**config.mk**
```make
export PLATFORM = sky130hd
export DESIGN_NAME = isa_io_window_decode
export DESIGN_NICKNAME = d
export VERILOG_FILES = /design/src/rtl/isa_io_pkg.sv /design/src/rtl/isa_strobe_sync.sv /design/src/rtl/isa_io_window_decode.sv
export SDC_FILE = /design/constraint.sdc
export NUM_CORES = 1
export LEC_CHECK = 0
export BUFFER_PORTS_ARGS = -buffer_cell sky130_fd_sc_hd__buf_4
export CAP_MARGIN = 0
export CELL_PAD_IN_SITES_DETAIL_PLACEMENT = 1
export CELL_PAD_IN_SITES_GLOBAL_PLACEMENT = 2
export CORE_ASPECT_RATIO = 0.8
export CORE_MARGIN = 8
export CORE_UTILIZATION = 41
export DETAILED_ROUTE_END_ITERATION = 6
export PLACE_DENSITY_LB_ADDON = 0.2
export SLEW_MARGIN = 10
export SYNTH_ARGS = -nofsm -noshare
export SYNTH_HDL_FRONTEND = slang
export SYNTH_HIERARCHICAL = 1
export SYNTH_SLANG_ARGS = --single-unit
```
**constraint.sdc**
```tcl
create_clock -name clk -period 3.02 [get_ports clk]
set_clock_uncertainty 0.05 [all_clocks]
set_input_delay 0.453 -clock clk [delete_from_list [all_inputs] [get_ports clk]]
set_output_delay 0.453 -clock clk [all_outputs]
set_load 0.03 [all_outputs]
```
**src/rtl/isa_io_pkg.sv**
```systemverilog
// Shared definitions for the ISA I/O window decoder.
//   state_e      : decoder FSM state encoding (2-bit)
//   *_BASE/_MASK : legacy PC/AT default map (FDC, primary/secondary WD),
//                  handy as power-on programming values for the window table
package isa_io_pkg;

  typedef enum logic [1:0] {
    ST_IDLE   = 2'd0,
    ST_WAIT   = 2'd1,
    ST_STROBE = 2'd2,
    ST_HOLD   = 2'd3
  } state_e;

  localparam logic [15:0] FDC_BASE        = 16'h03F0;
  localparam logic [15:0] FDC_MASK        = 16'h0007;
  localparam logic [15:0] WD_PRI_BASE     = 16'h01F0;
  localparam logic [15:0] WD_PRI_MASK     = 16'h0007;
  localparam logic [15:0] WD_PRI_ALT_BASE = 16'h03F6;
  localparam logic [15:0] WD_PRI_ALT_MASK = 16'h0001;
  localparam logic [15:0] WD_SEC_BASE     = 16'h0170;
  localparam logic [15:0] WD_SEC_MASK     = 16'h0007;
  localparam logic [15:0] WD_SEC_ALT_BASE = 16'h0376;
  localparam logic [15:0] WD_SEC_ALT_MASK = 16'h0001;

endpackage

```
**src/rtl/isa_strobe_sync.sv**
```systemverilog
// Two-flop synchroniser for one asynchronous active-low ISA strobe, plus a
// registered assertion-edge pulse.
//   clk, reset_n : system clock, async active-low reset
//   strb_n       : raw strobe pin (async, active low)
//   sync_n       : synchronised strobe level (1 = deasserted)
//   fell         : one-cycle pulse, registered one edge after the synced
//                  level first shows the assertion
module isa_strobe_sync (
  input  logic clk,
  input  logic reset_n,
  input  logic strb_n,
  output logic sync_n,
  output logic fell
);

  logic s1_q, s1_d;
  logic s2_q, s2_d;
  logic dly_q, dly_d;
  logic fell_q, fell_d;

  always_comb begin
    s1_d   = strb_n;
    s2_d   = s1_q;
    dly_d  = s2_q;
    fell_d = ~s2_q & dly_q;
  end

  // Chain presets to the deasserted level so reset never fakes an edge.
  always_ff @(posedge clk or negedge reset_n) begin
    if (!reset_n) begin
      s1_q   <= 1'b1;
      s2_q   <= 1'b1;
      dly_q  <= 1'b1;
      fell_q <= 1'b0;
    end else begin
      s1_q   <= s1_d;
      s2_q   <= s2_d;
      dly_q  <= dly_d;
      fell_q <= fell_d;
    end
  end

  assign sync_n = s2_q;
  assign fell   = fell_q;

endmodule

```
**src/rtl/isa_io_window_decode.sv**
```systemverilog
// ISA I/O decoder with NUM_WIN runtime-programmable windows.
// Synchronises IOR#/IOW#, matches the sampled address against the window
// table (lowest index wins), inserts IOCHRDY wait states and issues a
// single-cycle rd_stb/wr_stb to the device register blocks.
//   isa_*        : ISA pin side (address, AEN, async strobes)
//   cfg_*        : window table write port (one entry per cfg_we cycle)
//   err_clr      : clears the sticky conflict/proto_err flags
//   iochrdy_oe   : 1 = pull IOCHRDY low (insert wait)
//   rd_stb/wr_stb: one-cycle device strobes
//   cyc_win/cyc_offset : latched window index and register offset
//   busy         : FSM not idle
module isa_io_window_decode
  import isa_io_pkg::*;
#(
  parameter  int NUM_WIN = 4,
  parameter  int ADDR_W  = 10,
  parameter  int WS_W    = 4,
  localparam int WIN_W   = (NUM_WIN > 1) ? $clog2(NUM_WIN) : 1
) (
  input  logic              clk,
  input  logic              reset_n,
  input  logic [ADDR_W-1:0] isa_addr,
  input  logic              isa_aen,
  input  logic              isa_ior_n,
  input  logic              isa_iow_n,
  input  logic              cfg_we,
  input  logic [WIN_W-1:0]  cfg_win,
  input  logic [ADDR_W-1:0] cfg_base,
  input  logic [ADDR_W-1:0] cfg_mask,
  input  logic [WS_W-1:0]   cfg_wait,
  input  logic              cfg_en,
  input  logic              err_clr,
  output logic              iochrdy_oe,
  output logic              rd_stb,
  output logic              wr_stb,
  output logic [WIN_W-1:0]  cyc_win,
  output logic [ADDR_W-1:0] cyc_offset,
  output logic              busy,
  output logic              conflict,
  output logic              proto_err
);

  // ---------------------------------------------------------------- sync
  logic rd_sync_n, rd_fell, wr_sync_n, wr_fell;

  isa_strobe_sync u_ior_sync (
    .clk(clk), .reset_n(reset_n), .strb_n(isa_ior_n),
    .sync_n(rd_sync_n), .fell(rd_fell)
  );

  isa_strobe_sync u_iow_sync (
    .clk(clk), .reset_n(reset_n), .strb_n(isa_iow_n),
    .sync_n(wr_sync_n), .fell(wr_fell)
  );

  // Address/AEN sampled every edge; the copy taken alongside the edge pulse
  // is the one the FSM decodes.
  logic [ADDR_W-1:0] addr_q, addr_d;
  logic              aen_q, aen_d;

  // --------------------------------------------------------- window table
  logic [NUM_WIN-1:0][ADDR_W-1:0] base_q, base_d;
  logic [NUM_WIN-1:0][ADDR_W-1:0] mask_q, mask_d;
  logic [NUM_WIN-1:0][WS_W-1:0]   wait_q, wait_d;
  logic [NUM_WIN-1:0]             en_q, en_d;

  // Per-index compare silently drops out-of-range cfg_win values.
  always_comb begin
    base_d = base_q;
    mask_d = mask_q;
    wait_d = wait_q;
    en_d   = en_q;
    for (int w = 0; w < NUM_WIN; w++) begin
      if (cfg_we && (cfg_win == WIN_W'(w))) begin
        base_d[w] = cfg_base;
        mask_d[w] = cfg_mask;
        wait_d[w] = cfg_wait;
        en_d[w]   = cfg_en;
      end
    end
  end

  // ------------------------------------------------------------ hit logic
  logic             hit_any, hit_multi;
  logic [WIN_W-1:0] hit_idx;

  always_comb begin
    hit_any   = 1'b0;
    hit_multi = 1'b0;
    hit_idx   = '0;
    for (int w = 0; w < NUM_WIN; w++) begin
      if (en_q[w] && (((addr_q ^ base_q[w]) & ~mask_q[w]) == '0)) begin
        if (hit_any) hit_multi = 1'b1;
        else         hit_idx   = WIN_W'(w);
        hit_any = 1'b1;
      end
    end
  end

  // ------------------------------------------------------------------ FSM
  state_e            state_q, state_d;
  logic [WS_W-1:0]   cnt_q, cnt_d;
  logic              dir_wr_q, dir_wr_d;
  logic [WIN_W-1:0]  cyc_win_q, cyc_win_d;
  logic [ADDR_W-1:0] cyc_off_q, cyc_off_d;
  logic              conflict_q, conflict_d;
  logic              proto_q, proto_d;
  logic              proto_evt;

  // Overlapping strobes: both edges together, or one edge while the other
  // strobe is already low.
  assign proto_evt = (rd_fell && (wr_fell || !wr_sync_n)) ||
                     (wr_fell && !rd_sync_n);

  always_comb begin
    addr_d     = isa_addr;
    aen_d      = isa_aen;
    state_d    = state_q;
    cnt_d      = cnt_q;
    dir_wr_d   = dir_wr_q;
    cyc_win_d  = cyc_win_q;
    cyc_off_d  = cyc_off_q;
    // Clear first so a same-cycle set event below overrides it.
    conflict_d = conflict_q & ~err_clr;
    proto_d    = proto_q & ~err_clr;

    unique case (state_q)
      ST_IDLE: begin
        if (rd_fell || wr_fell) begin
          if (proto_evt) begin
            proto_d = 1'b1;
            state_d = ST_HOLD;
          end else if (aen_q || !hit_any) begin
            state_d = ST_HOLD;
          end else begin
            cyc_win_d = hit_idx;
            cyc_off_d = addr_q & mask_q[hit_idx];
            dir_wr_d  = wr_fell;
            cnt_d     = wait_q[hit_idx];
            if (hit_multi) conflict_d = 1'b1;
            state_d = (wait_q[hit_idx] != '0) ? ST_WAIT : ST_STROBE;
          end
        end
      end
      ST_WAIT: begin
        // cnt_q == 1 means this is the last wait cycle.
        if (aen_q)                   state_d = ST_HOLD;
        else if (cnt_q <= WS_W'(1))  state_d = ST_STROBE;
        else                         cnt_d   = cnt_q - WS_W'(1);
      end
      ST_STROBE: state_d = ST_HOLD;
      ST_HOLD: begin
        if (rd_sync_n && wr_sync_n) state_d = ST_IDLE;
      end
      default: state_d = ST_IDLE;
    endcase
  end

  always_ff @(posedge clk or negedge reset_n) begin
    if (!reset_n) begin
      base_q     <= '0;
      mask_q     <= '0;
      wait_q     <= '0;
      en_q       <= '0;
      addr_q     <= '0;
      aen_q      <= 1'b0;
      state_q    <= ST_IDLE;
      cnt_q      <= '0;
      dir_wr_q   <= 1'b0;
      cyc_win_q  <= '0;
      cyc_off_q  <= '0;
      conflict_q <= 1'b0;
      proto_q    <= 1'b0;
    end else begin
      base_q     <= base_d;
      mask_q     <= mask_d;
      wait_q     <= wait_d;
      en_q       <= en_d;
      addr_q     <= addr_d;
      aen_q      <= aen_d;
      state_q    <= state_d;
      cnt_q      <= cnt_d;
      dir_wr_q   <= dir_wr_d;
      cyc_win_q  <= cyc_win_d;
      cyc_off_q  <= cyc_off_d;
      conflict_q <= conflict_d;
      proto_q    <= proto_d;
    end
  end

  // Outputs decode straight from state flops, so async reset drops
  // iochrdy_oe immediately.
  assign iochrdy_oe = (state_q == ST_WAIT);
  assign rd_stb     = (state_q == ST_STROBE) && !dir_wr_q;
  assign wr_stb     = (state_q == ST_STROBE) &&  dir_wr_q;
  assign busy       = (state_q != ST_IDLE);
  assign cyc_win    = cyc_win_q;
  assign cyc_offset = cyc_off_q;
  assign conflict   = conflict_q;
  assign proto_err  = proto_q;

endmodule

```
==> reports/metrics.cfg <==
[detailed_routing]
drtAntennaViolNets=0
drc=0
vias_per_cell=5.31
routedWlPerCell_microns=21.4
drtIter0Drc=170
routed_wl_microns=16400
dr_total_vias=4081
first_pass_iters=4

[worst_setup_path]
r2r_setup_slack_ps=190
required_ps=3280
slowest_delay_ps=530
ff2ff_path_depth=9
critPathLaunchType=flip-flop
slowest_stage=a311oi_2
critPathArrivalTime_ps=3090
path_max_fanout=13
r2r_start=addr_q[6]
crit_start=addr_q[6]
rr_endpoint=cyc_offset[7]
endpoint=cyc_offset[7]
critical_path_class=flip-flop to flip-flop
crit_path_end_kind=flip-flop
path_cells=xnor2_1 > o22ai_1 > nor2_1 > a22oi_2 > a311oi_2 > o21ai_4 > buf_4 > nand2_1 > o21ai_1

[die]
coreArea_sq_um=15100
num_rows=40
die_h_microns=128
start_util=0.422
ios=62
die_w_microns=155
dieArea_sq_um=19800

[power]
power-per-cell-area_nw_per_um2=798
total_power_mw=6.18
combPwrFrac=0.224
power_switching_mw=1.79
seq_power_share=0.404
p_leak_nw=3.28
vdd_drop_max_mv=0.447
switching_share=0.290
p_int_mw=4.39
pwr-share-clk=0.372

[yosys]
syn_inst=477
synth.distinct_cells=52
synth_seq_cells=140
yosysTopAreaCellShare=0.526
syn_nets=527
synth.avg_cell_area_sq_um=13.4
syn_area_sq_um=6370
synth_async_sr_flop_share=1.00
yosysSeqAreaShare=0.551
ys_warn_count=6
synth_ff_type=dfrtp_1
synthTopCellsByArea=dfrtp_1 53%, mux2_2 18%, xnor2_1 5.2%, mux4_2 3.5%, dfstp_2 2.5%
synth_top_cell_by_area=dfrtp_1
synth-edff-count=0

[place]
place_congestion=0.763
port_buffers=61
dp_cells=735
dpl.hpwl_microns=11300

[global_routing]
grt_use_met2=0.264
gr-usage-all-layers=0.176
antenna_found_initial=0
first_global_vias=4569
grt_max_degree=60
grt_pass1_wl_microns=26400
grt_use_met1=0.246
met3_usage=0.0401
gr-total-overflow=0
grt-busiest-layer=met2

[sta]
relSlewSlack=0.602
final_max_slew_viol_count=0
hold_ws_ps=79.2
finalHoldViolCount=0
worst_pin_slew_ps=598
setup_viol=0
layout_min_cycle_time_ps=2830
post-route-period-util=0.936
fin_setup_tns_ps=0
rsz0062_at_grt=no
timing.fmax_mhz=354

[final_layout]
final_nets=595
drive_gt1_frac=0.416
instances_no_fill=768
utilization=0.512
num_antenna_cells=0
final_cell_mix=134 x dfrtp_1, 101 x mux2_2, 70 x buf_4
area_growth_pct=21.4
final_common_cell=dfrtp_1

[cts]
clkTransAtPathRegs_ps=60
cts_tree=done
cts_buffer_depth=2
cts_buffers=17
root_buffer=clkbuf_16
cts_htree_levels=4
clk-insertion-delay-late_ps=430
cts.sink_count=140

[flow_run]
cap_violations=0

[status]
status=finished, final reports clean

[hold_path]
hold_class=input port to flip-flop

==> cell families (layout without fill, tap and decap cells) <==
| family | count (synthesis) | in the layout | synth area share |
|---|---|---|---|
| and+or+nand+nor | 76 | 76 | 0.0620 |
| AOI/OAI and AO/OA | 69 | 69 | 0.0758 |
| adders and majority gates | 6 | 6 | 0.0118 |
| muxes | 113 | 113 | 0.217 |
| DFF | 140 | 140 | 0.551 |
| xor gates and xnor gates | 40 | 40 | 0.0573 |
| buffers and inverters | 33 | 114 | 0.0251 |
==> power by group through the flow <==
stage	Clock, mW	Combinational, mW	Sequential, mW
floorplan	0	0.973	2.45
global placement	0	1.34	2.51
detailed placement	0	1.39	2.53
CTS	2.34	1.40	2.50
global route	2.42	1.52	2.54
finish	2.30	1.38	2.50
==> per-stage QoR <==
stage	setup WS, ps	instance area [sq um]
floorplan	586	6370
global placement	136	7080
detailed placement	179	7080
CTS	147	7730
global route	49.5	7740
finish	194	7740
==> area by class of cell <==
type / instances / area [sq um]
fill: 1559 / 7380
sequential: 140 / 3510
multi-input combinational: 304 / 2720
timing repair buffer: 73 / 567
clock buffer: 21 / 450
tap: 210 / 263
clock inverter: 11 / 193
inverter: 9 / 33.8
==> metal layers <==
| layer | wire (microns) | share of wire |
|---|---|---|
| met5 | 0 | 0 |
| met3 | 768 | 0.047 |
| met4 | 217 | 0.013 |
| met2 | 7350 | 0.45 |
| met1 | 8100 | 0.49 |
==> Yosys cell counts (2+ instances only) <==
master / instances
a211oi_1: 2
a21o_1: 2
a21oi_1: 9
and2_1: 3
and3_1: 4
buf_2: 8
buf_4: 5
clkbuf_1: 10
dfrtp_1: 134
dfstp_2: 6
ha_1: 6
inv_1: 9
mux2_1: 2
mux2_2: 101
mux4_2: 10
nand2_1: 24
nand2b_1: 2
nand3_1: 3
nand3b_1: 2
nor2_1: 22
nor2b_1: 2
nor2b_4: 2
nor3_1: 5
o21ai_0: 4
o21ai_1: 14
o221ai_1: 4
o22ai_1: 16
o2bb2ai_1: 4
xnor2_1: 38
xnor2_2: 2
==> state kept, by name, summed over array words and instances (netlist names), 2 cells and up <==
signal and flops:
base_q 40, mask_q 40, wait_q 16, addr_q 10
cyc_offset 10, cnt_q 4, en_q 4, cyc_win 2
state_q 2
==> critical path, delay by kind of cell (launching register included) <==
family,cells,cell delay (ps)
AOI/OAI and AO/OA,5,1220
DFF,1,470
and+or+nand+nor,2,440
xor gates and xnor gates,1,280
buffers and inverters,1,260
==> worst min-delay path by stage <==
stage | start | endpoint | cells past startpoint | slack [ps]
after floorplan | reset_n | addr_q[0] | 0 | 110
after global placement | u_ior_sync/s1_q | u_ior_sync/sync_n | 0 | 300
after detailed placement | u_iow_sync/s1_q | u_iow_sync/sync_n | 0 | 300
after CTS | isa_addr[2] | addr_q[2] | 1 | 60
after global routing | isa_addr[2] | addr_q[2] | 1 | 60
final | isa_addr[2] | addr_q[2] | 1 | 80
==> timing repair <==
| item | in CTS | in global routing |
|---|---|---|
| endpoints found under the hold margin | 51 | 0 |
| endpoints found under the setup margin | 0 | 1 |
| resized for setup | 0 | 1 |
| hold buffers | 1 | 0 |
| buffers inserted | 0 | 0 |
Note: power is estimated with default switching activity, not from simulation.
